[config.mk]
export PLATFORM = sky130hd
export DESIGN_NAME = chnl_rx_unpacker_flat
export DESIGN_NICKNAME = d
export VERILOG_FILES = /design/src/rtl/chnl_rx_unpacker_if.sv /design/src/rtl/chnl_rx_unpacker.sv /design/src/flat_wrapper.sv
export SDC_FILE = /design/constraint.sdc
export NUM_CORES = 1
export LEC_CHECK = 0
export BUFFER_PORTS_ARGS = -buffer_cell sky130_fd_sc_hd__buf_2
export CORE_UTILIZATION = 40
export DETAILED_ROUTE_END_ITERATION = 8
export PLACE_DENSITY_LB_ADDON = 0.15
export SYNTH_ARGS = -nofsm -noshare
export SYNTH_HDL_FRONTEND = slang
export SYNTH_SLANG_ARGS = --single-unit
[constraint.sdc]
create_clock -name CLK -period 10.95 [get_ports CLK]
set_input_delay 1.095 -clock CLK [delete_from_list [all_inputs] [get_ports CLK]]
set_output_delay 1.095 -clock CLK [all_outputs]
set_load 0.01 [all_outputs]
[src/rtl/chnl_rx_unpacker_if.sv]
// Channel RX bundle for chnl_rx_unpacker: the RIFFA RX port, the 32-bit word stream,
// transfer status and statistics. The slave modport is the unpacker's view.
interface chnl_rx_unpacker_if #(
  parameter int C_PCI_DATA_WIDTH = 128
);
  logic                        CHNL_RX_CLK;
  logic                        CHNL_RX;
  logic                        CHNL_RX_ACK;
  logic                        CHNL_RX_LAST;
  logic [31:0]                 CHNL_RX_LEN;
  logic [30:0]                 CHNL_RX_OFF;
  logic [C_PCI_DATA_WIDTH-1:0] CHNL_RX_DATA;
  logic                        CHNL_RX_DATA_VALID;
  logic                        CHNL_RX_DATA_REN;

  logic [31:0]                 WORD_DATA;
  logic                        WORD_VALID;
  logic                        WORD_READY;
  logic                        WORD_LAST;

  logic [31:0]                 XFER_LEN;
  logic [30:0]                 XFER_OFF;
  logic                        XFER_SEQ_LAST;
  logic                        XFER_DONE;
  logic                        XFER_ABORT;
  logic [31:0]                 STAT_XFERS;
  logic [31:0]                 STAT_WORDS;

  modport slave (
    output CHNL_RX_CLK,
    input  CHNL_RX, CHNL_RX_LAST, CHNL_RX_LEN, CHNL_RX_OFF,
    input  CHNL_RX_DATA, CHNL_RX_DATA_VALID,
    output CHNL_RX_ACK, CHNL_RX_DATA_REN,
    output WORD_DATA, WORD_VALID, WORD_LAST,
    input  WORD_READY,
    output XFER_LEN, XFER_OFF, XFER_SEQ_LAST, XFER_DONE, XFER_ABORT,
    output STAT_XFERS, STAT_WORDS
  );

  modport master (
    input  CHNL_RX_CLK,
    output CHNL_RX, CHNL_RX_LAST, CHNL_RX_LEN, CHNL_RX_OFF,
    output CHNL_RX_DATA, CHNL_RX_DATA_VALID,
    input  CHNL_RX_ACK, CHNL_RX_DATA_REN,
    input  WORD_DATA, WORD_VALID, WORD_LAST,
    output WORD_READY,
    input  XFER_LEN, XFER_OFF, XFER_SEQ_LAST, XFER_DONE, XFER_ABORT,
    input  STAT_XFERS, STAT_WORDS
  );
endinterface

[src/rtl/chnl_rx_unpacker.sv]
// RIFFA channel RX unpacker: splits each RX beat into 32-bit words, drops pad words past
// CHNL_RX_LEN, reports done/abort. Define CHNL_RX_UNPACK_STATS_EN to build the STAT_* counters.
module chnl_rx_unpacker #(
  parameter int C_PCI_DATA_WIDTH = 128
) (
  input  logic               CLK,
  input  logic               RST,
  chnl_rx_unpacker_if.slave  chnl
);

  localparam int W = C_PCI_DATA_WIDTH / 32;
  localparam int IDX_W = (W > 1) ? $clog2(W) : 1;
  localparam logic [IDX_W-1:0] IDX_LAST = IDX_W'(W - 1);

  typedef enum logic [1:0] {
    S_IDLE,
    S_ACK,
    S_RECV,
    S_DONE
  } state_t;

  state_t                r_state;
  state_t                w_next;

  logic [31:0]           r_len;
  logic [30:0]           r_off;
  logic                  r_seq_last;
  logic [31:0]           r_rcvd;
  logic [31:0]           r_sent;
  logic                  r_abort;

  logic [W-1:0][31:0]    r_buf;
  logic                  r_buf_valid;
  logic [IDX_W-1:0]      r_idx;

  logic                  w_in_recv;
  logic                  w_word_last;
  logic                  w_word_hs;
  logic                  w_more;
  logic                  w_ren;
  logic                  w_load;
  logic                  w_abort;
  logic                  w_ack;
  logic                  w_done;

  assign w_in_recv   = (r_state == S_RECV);
  assign w_word_last = r_buf_valid && (r_sent == (r_len - 32'd1));
  assign w_word_hs   = r_buf_valid && chnl.WORD_READY;
  assign w_more      = (r_rcvd < r_len);

  // A new beat is taken into an empty buffer, or into one whose final word leaves this cycle.
  assign w_ren  = w_in_recv && w_more &&
                  (!r_buf_valid || (w_word_hs && (r_idx == IDX_LAST) && !w_word_last));
  assign w_load = w_ren && chnl.CHNL_RX_DATA_VALID;

  // Abort only once the buffer is empty; a beat arriving in the same cycle is still taken.
  assign w_abort = w_in_recv && !chnl.CHNL_RX && w_more && !r_buf_valid && !w_load;

  always_ff @(posedge CLK or posedge RST) begin
    if (RST) begin
      r_state <= S_IDLE;
    end else begin
      // NOTE: clocked state uses non-blocking assignments so every register samples pre-edge values.
      r_state <= w_next;
    end
  end

  always_comb begin
    // NOTE: every combinational output gets a default first so no path can infer a latch.
    w_next = r_state;
    w_ack  = 1'b0;
    w_done = 1'b0;
    unique case (r_state)
      S_IDLE: begin
        if (chnl.CHNL_RX) w_next = S_ACK;
      end
      S_ACK: begin
        w_ack  = 1'b1;
        w_next = (r_len == 32'd0) ? S_DONE : S_RECV;
      end
      S_RECV: begin
        if ((w_word_hs && w_word_last) || w_abort) w_next = S_DONE;
      end
      S_DONE: begin
        w_done = 1'b1;
        w_next = S_IDLE;
      end
      default: w_next = S_IDLE;
    endcase
  end

  always_ff @(posedge CLK or posedge RST) begin
    if (RST) begin
      r_len       <= '0;
      r_off       <= '0;
      r_seq_last  <= 1'b0;
      r_rcvd      <= '0;
      r_sent      <= '0;
      r_abort     <= 1'b0;
      // NOTE: the beat buffer is reset too, because WORD_DATA must read zero out of reset.
      r_buf       <= '0;
      r_buf_valid <= 1'b0;
      r_idx       <= '0;
    end else begin
      if ((r_state == S_IDLE) && chnl.CHNL_RX) begin
        r_len      <= chnl.CHNL_RX_LEN;
        r_off      <= chnl.CHNL_RX_OFF;
        r_seq_last <= chnl.CHNL_RX_LAST;
        r_rcvd     <= '0;
        r_sent     <= '0;
        r_idx      <= '0;
        r_abort    <= 1'b0;
      end

      if (w_in_recv) begin
        if (w_abort) r_abort <= 1'b1;
        if (w_word_hs) r_sent <= r_sent + 32'd1;

        if (w_word_hs && w_word_last) begin
          r_buf_valid <= 1'b0;
          r_idx       <= '0;
        end else if (w_load) begin
          r_buf       <= chnl.CHNL_RX_DATA;
          r_buf_valid <= 1'b1;
          r_idx       <= '0;
          r_rcvd      <= r_rcvd + 32'(W);
        end else if (w_word_hs) begin
          if (r_idx == IDX_LAST) begin
            r_buf_valid <= 1'b0;
            r_idx       <= '0;
          end else begin
            r_idx <= r_idx + 1'b1;
          end
        end
      end
    end
  end

`ifdef CHNL_RX_UNPACK_STATS_EN
  logic [31:0] r_stat_xfers;
  logic [31:0] r_stat_words;

  always_ff @(posedge CLK or posedge RST) begin
    if (RST) begin
      r_stat_xfers <= '0;
      r_stat_words <= '0;
    end else begin
      if (w_word_hs) r_stat_words <= r_stat_words + 32'd1;
      if (w_done && !r_abort) r_stat_xfers <= r_stat_xfers + 32'd1;
    end
  end

  assign chnl.STAT_XFERS = r_stat_xfers;
  assign chnl.STAT_WORDS = r_stat_words;
`else
  assign chnl.STAT_XFERS = '0;
  assign chnl.STAT_WORDS = '0;
`endif

  assign chnl.CHNL_RX_CLK      = CLK;
  assign chnl.CHNL_RX_ACK      = w_ack;
  assign chnl.CHNL_RX_DATA_REN = w_ren;

  assign chnl.WORD_DATA  = r_buf[r_idx];
  assign chnl.WORD_VALID = r_buf_valid;
  assign chnl.WORD_LAST  = w_word_last;

  assign chnl.XFER_LEN      = r_len;
  assign chnl.XFER_OFF      = r_off;
  assign chnl.XFER_SEQ_LAST = r_seq_last;
  assign chnl.XFER_DONE     = w_done;
  assign chnl.XFER_ABORT    = w_done && r_abort;

endmodule

[src/flat_wrapper.sv]
// flat-port wrapper written by rule: the top's interface ports become plain ports
module chnl_rx_unpacker_flat 
#(
  parameter int C_PCI_DATA_WIDTH = 128
)
  (CLK, RST, chnl_CHNL_RX_CLK, chnl_CHNL_RX, chnl_CHNL_RX_LAST, chnl_CHNL_RX_LEN, chnl_CHNL_RX_OFF, chnl_CHNL_RX_DATA, chnl_CHNL_RX_DATA_VALID, chnl_CHNL_RX_ACK, chnl_CHNL_RX_DATA_REN, chnl_WORD_DATA, chnl_WORD_VALID, chnl_WORD_LAST, chnl_WORD_READY, chnl_XFER_LEN, chnl_XFER_OFF, chnl_XFER_SEQ_LAST, chnl_XFER_DONE, chnl_XFER_ABORT, chnl_STAT_XFERS, chnl_STAT_WORDS);
  chnl_rx_unpacker_if #(.C_PCI_DATA_WIDTH(C_PCI_DATA_WIDTH)) chnl_i ();
  input  logic CLK;
  input  logic RST;
  output wire logic [$bits(chnl_i.CHNL_RX_CLK)-1:0] chnl_CHNL_RX_CLK;
  input wire logic [$bits(chnl_i.CHNL_RX)-1:0] chnl_CHNL_RX;
  input wire logic [$bits(chnl_i.CHNL_RX_LAST)-1:0] chnl_CHNL_RX_LAST;
  input wire logic [$bits(chnl_i.CHNL_RX_LEN)-1:0] chnl_CHNL_RX_LEN;
  input wire logic [$bits(chnl_i.CHNL_RX_OFF)-1:0] chnl_CHNL_RX_OFF;
  input wire logic [$bits(chnl_i.CHNL_RX_DATA)-1:0] chnl_CHNL_RX_DATA;
  input wire logic [$bits(chnl_i.CHNL_RX_DATA_VALID)-1:0] chnl_CHNL_RX_DATA_VALID;
  output wire logic [$bits(chnl_i.CHNL_RX_ACK)-1:0] chnl_CHNL_RX_ACK;
  output wire logic [$bits(chnl_i.CHNL_RX_DATA_REN)-1:0] chnl_CHNL_RX_DATA_REN;
  output wire logic [$bits(chnl_i.WORD_DATA)-1:0] chnl_WORD_DATA;
  output wire logic [$bits(chnl_i.WORD_VALID)-1:0] chnl_WORD_VALID;
  output wire logic [$bits(chnl_i.WORD_LAST)-1:0] chnl_WORD_LAST;
  input wire logic [$bits(chnl_i.WORD_READY)-1:0] chnl_WORD_READY;
  output wire logic [$bits(chnl_i.XFER_LEN)-1:0] chnl_XFER_LEN;
  output wire logic [$bits(chnl_i.XFER_OFF)-1:0] chnl_XFER_OFF;
  output wire logic [$bits(chnl_i.XFER_SEQ_LAST)-1:0] chnl_XFER_SEQ_LAST;
  output wire logic [$bits(chnl_i.XFER_DONE)-1:0] chnl_XFER_DONE;
  output wire logic [$bits(chnl_i.XFER_ABORT)-1:0] chnl_XFER_ABORT;
  output wire logic [$bits(chnl_i.STAT_XFERS)-1:0] chnl_STAT_XFERS;
  output wire logic [$bits(chnl_i.STAT_WORDS)-1:0] chnl_STAT_WORDS;
  assign chnl_CHNL_RX_CLK = chnl_i.CHNL_RX_CLK;
  assign chnl_i.CHNL_RX = chnl_CHNL_RX;
  assign chnl_i.CHNL_RX_LAST = chnl_CHNL_RX_LAST;
  assign chnl_i.CHNL_RX_LEN = chnl_CHNL_RX_LEN;
  assign chnl_i.CHNL_RX_OFF = chnl_CHNL_RX_OFF;
  assign chnl_i.CHNL_RX_DATA = chnl_CHNL_RX_DATA;
  assign chnl_i.CHNL_RX_DATA_VALID = chnl_CHNL_RX_DATA_VALID;
  assign chnl_CHNL_RX_ACK = chnl_i.CHNL_RX_ACK;
  assign chnl_CHNL_RX_DATA_REN = chnl_i.CHNL_RX_DATA_REN;
  assign chnl_WORD_DATA = chnl_i.WORD_DATA;
  assign chnl_WORD_VALID = chnl_i.WORD_VALID;
  assign chnl_WORD_LAST = chnl_i.WORD_LAST;
  assign chnl_i.WORD_READY = chnl_WORD_READY;
  assign chnl_XFER_LEN = chnl_i.XFER_LEN;
  assign chnl_XFER_OFF = chnl_i.XFER_OFF;
  assign chnl_XFER_SEQ_LAST = chnl_i.XFER_SEQ_LAST;
  assign chnl_XFER_DONE = chnl_i.XFER_DONE;
  assign chnl_XFER_ABORT = chnl_i.XFER_ABORT;
  assign chnl_STAT_XFERS = chnl_i.STAT_XFERS;
  assign chnl_STAT_WORDS = chnl_i.STAT_WORDS;
  chnl_rx_unpacker #(.C_PCI_DATA_WIDTH(C_PCI_DATA_WIDTH)) u_core (.CLK(CLK), .RST(RST), .chnl(chnl_i));
endmodule
# Yosys cells after proc, flatten, opt, wreduce, memory -nomap -nowiden
# Cells that the tools add are included.
[classes]
n_addsub = 4
magnitude_cmp = 2
n_eq_ne = 7
n_mux = 28
bitwise_logic = 1
n_reduce_logical = 27
[ops]
columns = ["cell", "count"]
rows = [
  ["two-way mux 32 bit", 8],
  ["binary-select mux 32 bit (select 2 bit)", 1],
  ["adder 32 x 1 -> 32 bit, second input constant", 1],
  ["adder 32 x 3 -> 32 bit, second input constant", 1],
  ["== test 32 bit", 1],
  ["logical NOT 32 bit", 1],
  ["less-than comparator 32 bit", 1],
  ["subtractor 32 x 1 -> 32 bit, second input constant", 1],
  ["two-way mux 2 bit", 8],
  ["logical AND 1 bit", 14],
  ["two-way mux 1 bit", 10],
  ["case mux 2 bit (4 select lines)", 1],
  ["== test 2 bit, second input constant", 3],
  ["AND reduction 3 bit", 2],
  ["nonzero test 3 bit", 2],
  ["logical NOT 1 bit", 4],
  ["inequality test 2 bit, second input constant", 2],
  ["less-than comparator 2 x 3 -> 1 bit, second input constant", 1],
  ["adder 2 x 1 -> 2 bit, second input constant", 1],
  ["== test 2 x 1 -> 1 bit, second input constant", 1],
  ["logical NOT 2 bit", 1],
  ["logical OR 1 bit", 2],
  ["AND reduction 2 bit", 1],
  ["inverter 1 bit", 1],
]
[word_totals]
regBits = 262
input_bits = 197
out_inout_bits = 167
elab_cells = 82

# Longest topological paths before layout
[logic_depth]
word_depth = 13
ltp_mapped = 14
mapped_depth_nobuf = 11

==> results.py <==
metrics = {
    "run_status": {
        "run_status": "finished, violations left",
        "violations": "DRC",
    },
    "grt": {
        "grt_antenna_before_repair": 11,
        "overflow": 0,
        "grt_start_max_net_pins": 132,
        "first_global_vias": 11614,
        "grt_usage_pct": 22.2,
        "wire_length_of_the_first_global_routing_pass_um": 65100,
    },
    "floorplanning": {
        "floorplan.io_pins": 364,
        "floorplan.die.height_um": 194,
        "die_width_um": 194,
        "initial_core_util_pct": 41.0,
        "core_area_um2": 35800,
        "placementRows": 69,
        "die-area_um2": 37500,
    },
    "timing": {
        "timing_worst_slew_pin_value_ns": 1.33,
        "finalMaxSlewViolations": 0,
        "rsz0062_at_grt": "no",
        "whs_ns": 0.470,
        "timing.clock.skew_ns": 0.0265,
        "setup_violations": 0,
        "fin_tns_setup_ns": 0,
        "final_hold_viol_count": 0,
        "max-slew-margin-rel_pct": 10.7,
    },
    "route": {
        "routed_via_density": 5.35,
        "post_route_wl_um": 41200,
        "detail_route.first_pass.iterations": 9,
        "number_of_remaining_drc_errors": 48,
        "antenna_violating_nets_post_route": 0,
        "drtIter0Drc": 616,
        "dr_total_vias": 11579,
        "wl_per_cell_um": 19.1,
    },
    "yosys": {
        "synth-main-ff-cell": "dfrtp_1",
        "synth-async-reset-ratio_pct": 100,
        "yosysUniqueCellTypes": 73,
        "post_syn_area_um2": 14700,
        "yosysSeqAreaShare_pct": 44.7,
        "synth_enable_flop_cells": 0,
        "synthesis.yosys.warnings": 0,
        "syn_area_per_cell_um2": 10.5,
        "post_synthesis_register_bit_count": 262,
        "gate_count_post_synth": 1392,
    },
    "pwr": {
        "ir_worst_vdd_mv": 0.181,
        "share_clk_of_total_power_pct": 25.6,
        "p_leak_nw": 8.05,
        "power.switching_fraction_pct": 36.4,
        "power.net_switching_w": 0.00162,
        "internal_power_w": 0.00282,
        "power.share.combinational_pct": 37.4,
        "p_seq_share_pct": 36.9,
        "cell_area_power_density_nw_per_um2": 255,
    },
    "worst_setup_path": {
        "worst-setup-path-type": "clock port to primary output",
        "crit_path_start_kind": "clock port",
        "critical_path_cell_sequence": "clkbuf_16 > clkbuf_16 > buf_2",
        "timing.critical_path.slowest_cell_delay_ns": 0.13,
        "critical_path_peak_fanout": 2,
        "worst_path_max_delay_cell": "clkbuf_16",
        "worstSetupEndpointType": "primary output",
        "critPathMostFrequentCell": "clkbuf_16",
        "timing.critical_path.required_ns": 9.86,
        "arrival_ns": 5.85,
    },
    "cells_and_area": {
        "multi_input_comb_area_um2": 7300,
        "post_route_cells_drive_above_1_share_pct": 32.2,
        "most-common-layout-cells": "299 x buf_2, 260 x dfrtp_1, 188 x nand2_1",
        "seq_area_um2": 6560,
        "num-fill-cells": 3390,
        "nets": 1908,
        "layout-area-overhead-vs-synth_pct": 18.6,
        "mostFrequentLayoutCell": "buf_2",
    },
    "placement": {
        "place_hpwl_um": 29900,
        "io_buffers": 299,
        "gp_routability_congestion": 0.921,
    },
    "clock_tree": {
        "clock_latency_ns": 0.66,
        "clk_pin_slew_worst_paths_ns": 0.05,
        "post_cts.repair.setup_buffers": 0,
        "post_cts_hold_buffer_count": 0,
        "ctsResizeCount": 0,
        "cts_tree": "built",
    },
    "hold_path": {
        "min-delay-path-class": "register to register",
    },
    "job": {
        "max_cap_violations": 0,
    },
}
registers in the layout, indices dropped and copies added, names as in the netlist:
name                       flops
u_core.chnl.WORD_VALID         1
u_core.chnl.XFER_LEN          32
u_core.chnl.XFER_OFF          31
u_core.chnl.XFER_SEQ_LAST      1
u_core.r_abort                 1
u_core.r_buf                 128
u_core.r_idx                   2
u_core.r_rcvd                 32
u_core.r_sent                 32
u_core.r_state                 2
final timing paths:
kind,start,to,slack [ns],cells after the start
worst max-delay path,CLK,chnl_CHNL_RX_CLK,4.01,3
max in group asynchronous,RST,u_core.r_idx[0],8.75,3
worst min register to register,u_core.chnl.XFER_OFF[13],u_core.chnl.XFER_OFF[13],0.47,2
worst min-delay path,u_core.chnl.XFER_OFF[13],u_core.chnl.XFER_OFF[13],0.47,2
min in group asynchronous,RST,u_core.r_rcvd[10],0.63,2
worst max register to register,u_core.chnl.XFER_LEN[0],u_core.r_buf[27],5.79,12
cell type report:
class	instances	share of cell area [%]
Multi-Input combinational cell	998	41.9
Sequential cell	262	37.7
Timing Repair Buffer	308	9.00
Clock buffer	56	6.08
Tap cell	461	3.31
Inverter	62	1.38
Clock inverter	7	0.453
Antenna cell	9	0.129
stage by stage:
stage                     setup WS [ns]  total power [W]  cells  util [%]  cell area (µm²)
final                              4.01          0.00443   2163      48.6            17400
after global routing               4.00          0.00471   2161      48.6            17400
after CTS                          4.00          0.00448   2154      48.5            17400
after detailed placement           4.27          0.00332   2092      45.3            16200
after global placement             4.27          0.00329   2092      45.3            16200
after floorplan                    2.64          0.00274   1455         -            14900
synthesized netlist by cell type (all sizes together) (5+ instances only):
master / number / share of area (%)
dfrtp: 262 / 45
nand2: 190 / 4.9
mux2: 130 / 11
o21ai: 103 / 3.5
buf: 95 / 4.8
nand3: 67 / 2.3
inv: 62 / 1.6
nor2: 51 / 1.3
ha: 41 / 3.5
clkbuf: 38 / 0.97
mux4: 32 / 4.9
nor3: 31 / 1.1
xnor2: 27 / 1.6
nand4: 25 / 1.1
a21oi: 20 / 0.68
nor4: 15 / 1.1
a21o: 13 / 0.67
and3: 13 / 0.55
o211ai: 13 / 0.67
a31oi: 12 / 0.51
or3: 11 / 0.47
xor2: 11 / 0.66
o221ai: 10 / 0.60
a32o: 9 / 0.61
or2: 9 / 0.38
or4: 9 / 0.51
a22oi: 8 / 0.41
and2: 8 / 0.34
o22ai: 8 / 0.34
a221o: 7 / 0.48
and4: 7 / 0.42
a21boi: 6 / 0.31
o31ai: 6 / 0.31
mux2i: 5 / 0.34
nor2b: 5 / 0.21
worst max-delay path, delay by kind of cell:
family                 cells  cell delay [ns]
buffers and inverters      3             0.38
cell families (layout without fill, tap and decap cells):
kind of cell	after synthesis	count (layout)	synth area share, %
compound gates	237	237	10.4
xor+xnor	38	38	2.27
fa+ha+maj	41	41	3.50
buf+inv	195	433	7.33
flops	262	262	44.7
mux	167	167	16.5
other cells	1	73	0.0256
simple gates	451	451	15.4
power groups by stage:
stage	clock [W]	sequential [W]	combinational, W
finish	0.00114	0.00164	0.00166
global route	0.00121	0.00169	0.00181
CTS	0.00117	0.00163	0.00167
detailed placement	0.00000552	0.00164	0.00167
global placement	0.00000552	0.00163	0.00165
floorplan	0.00000753	0.00160	0.00113
routing by layer:
| layer | part of all wire, % | GRT usage [%] | wire (µm) | up-vias |
|---|---|---|---|---|
| li1 | - | - | - | 5438 |
| met3 | 7.6 | 6.83 | 3130 | 92 |
| met4 | 4.0 | 10.3 | 1660 | 6 |
| met2 | 46 | 34.5 | 19000 | 406 |
| met1 | 42 | 28.3 | 17400 | 5637 |
| met5 | 0.073 | 0 | 30 | - |
(Power assumes the default switching activity.)
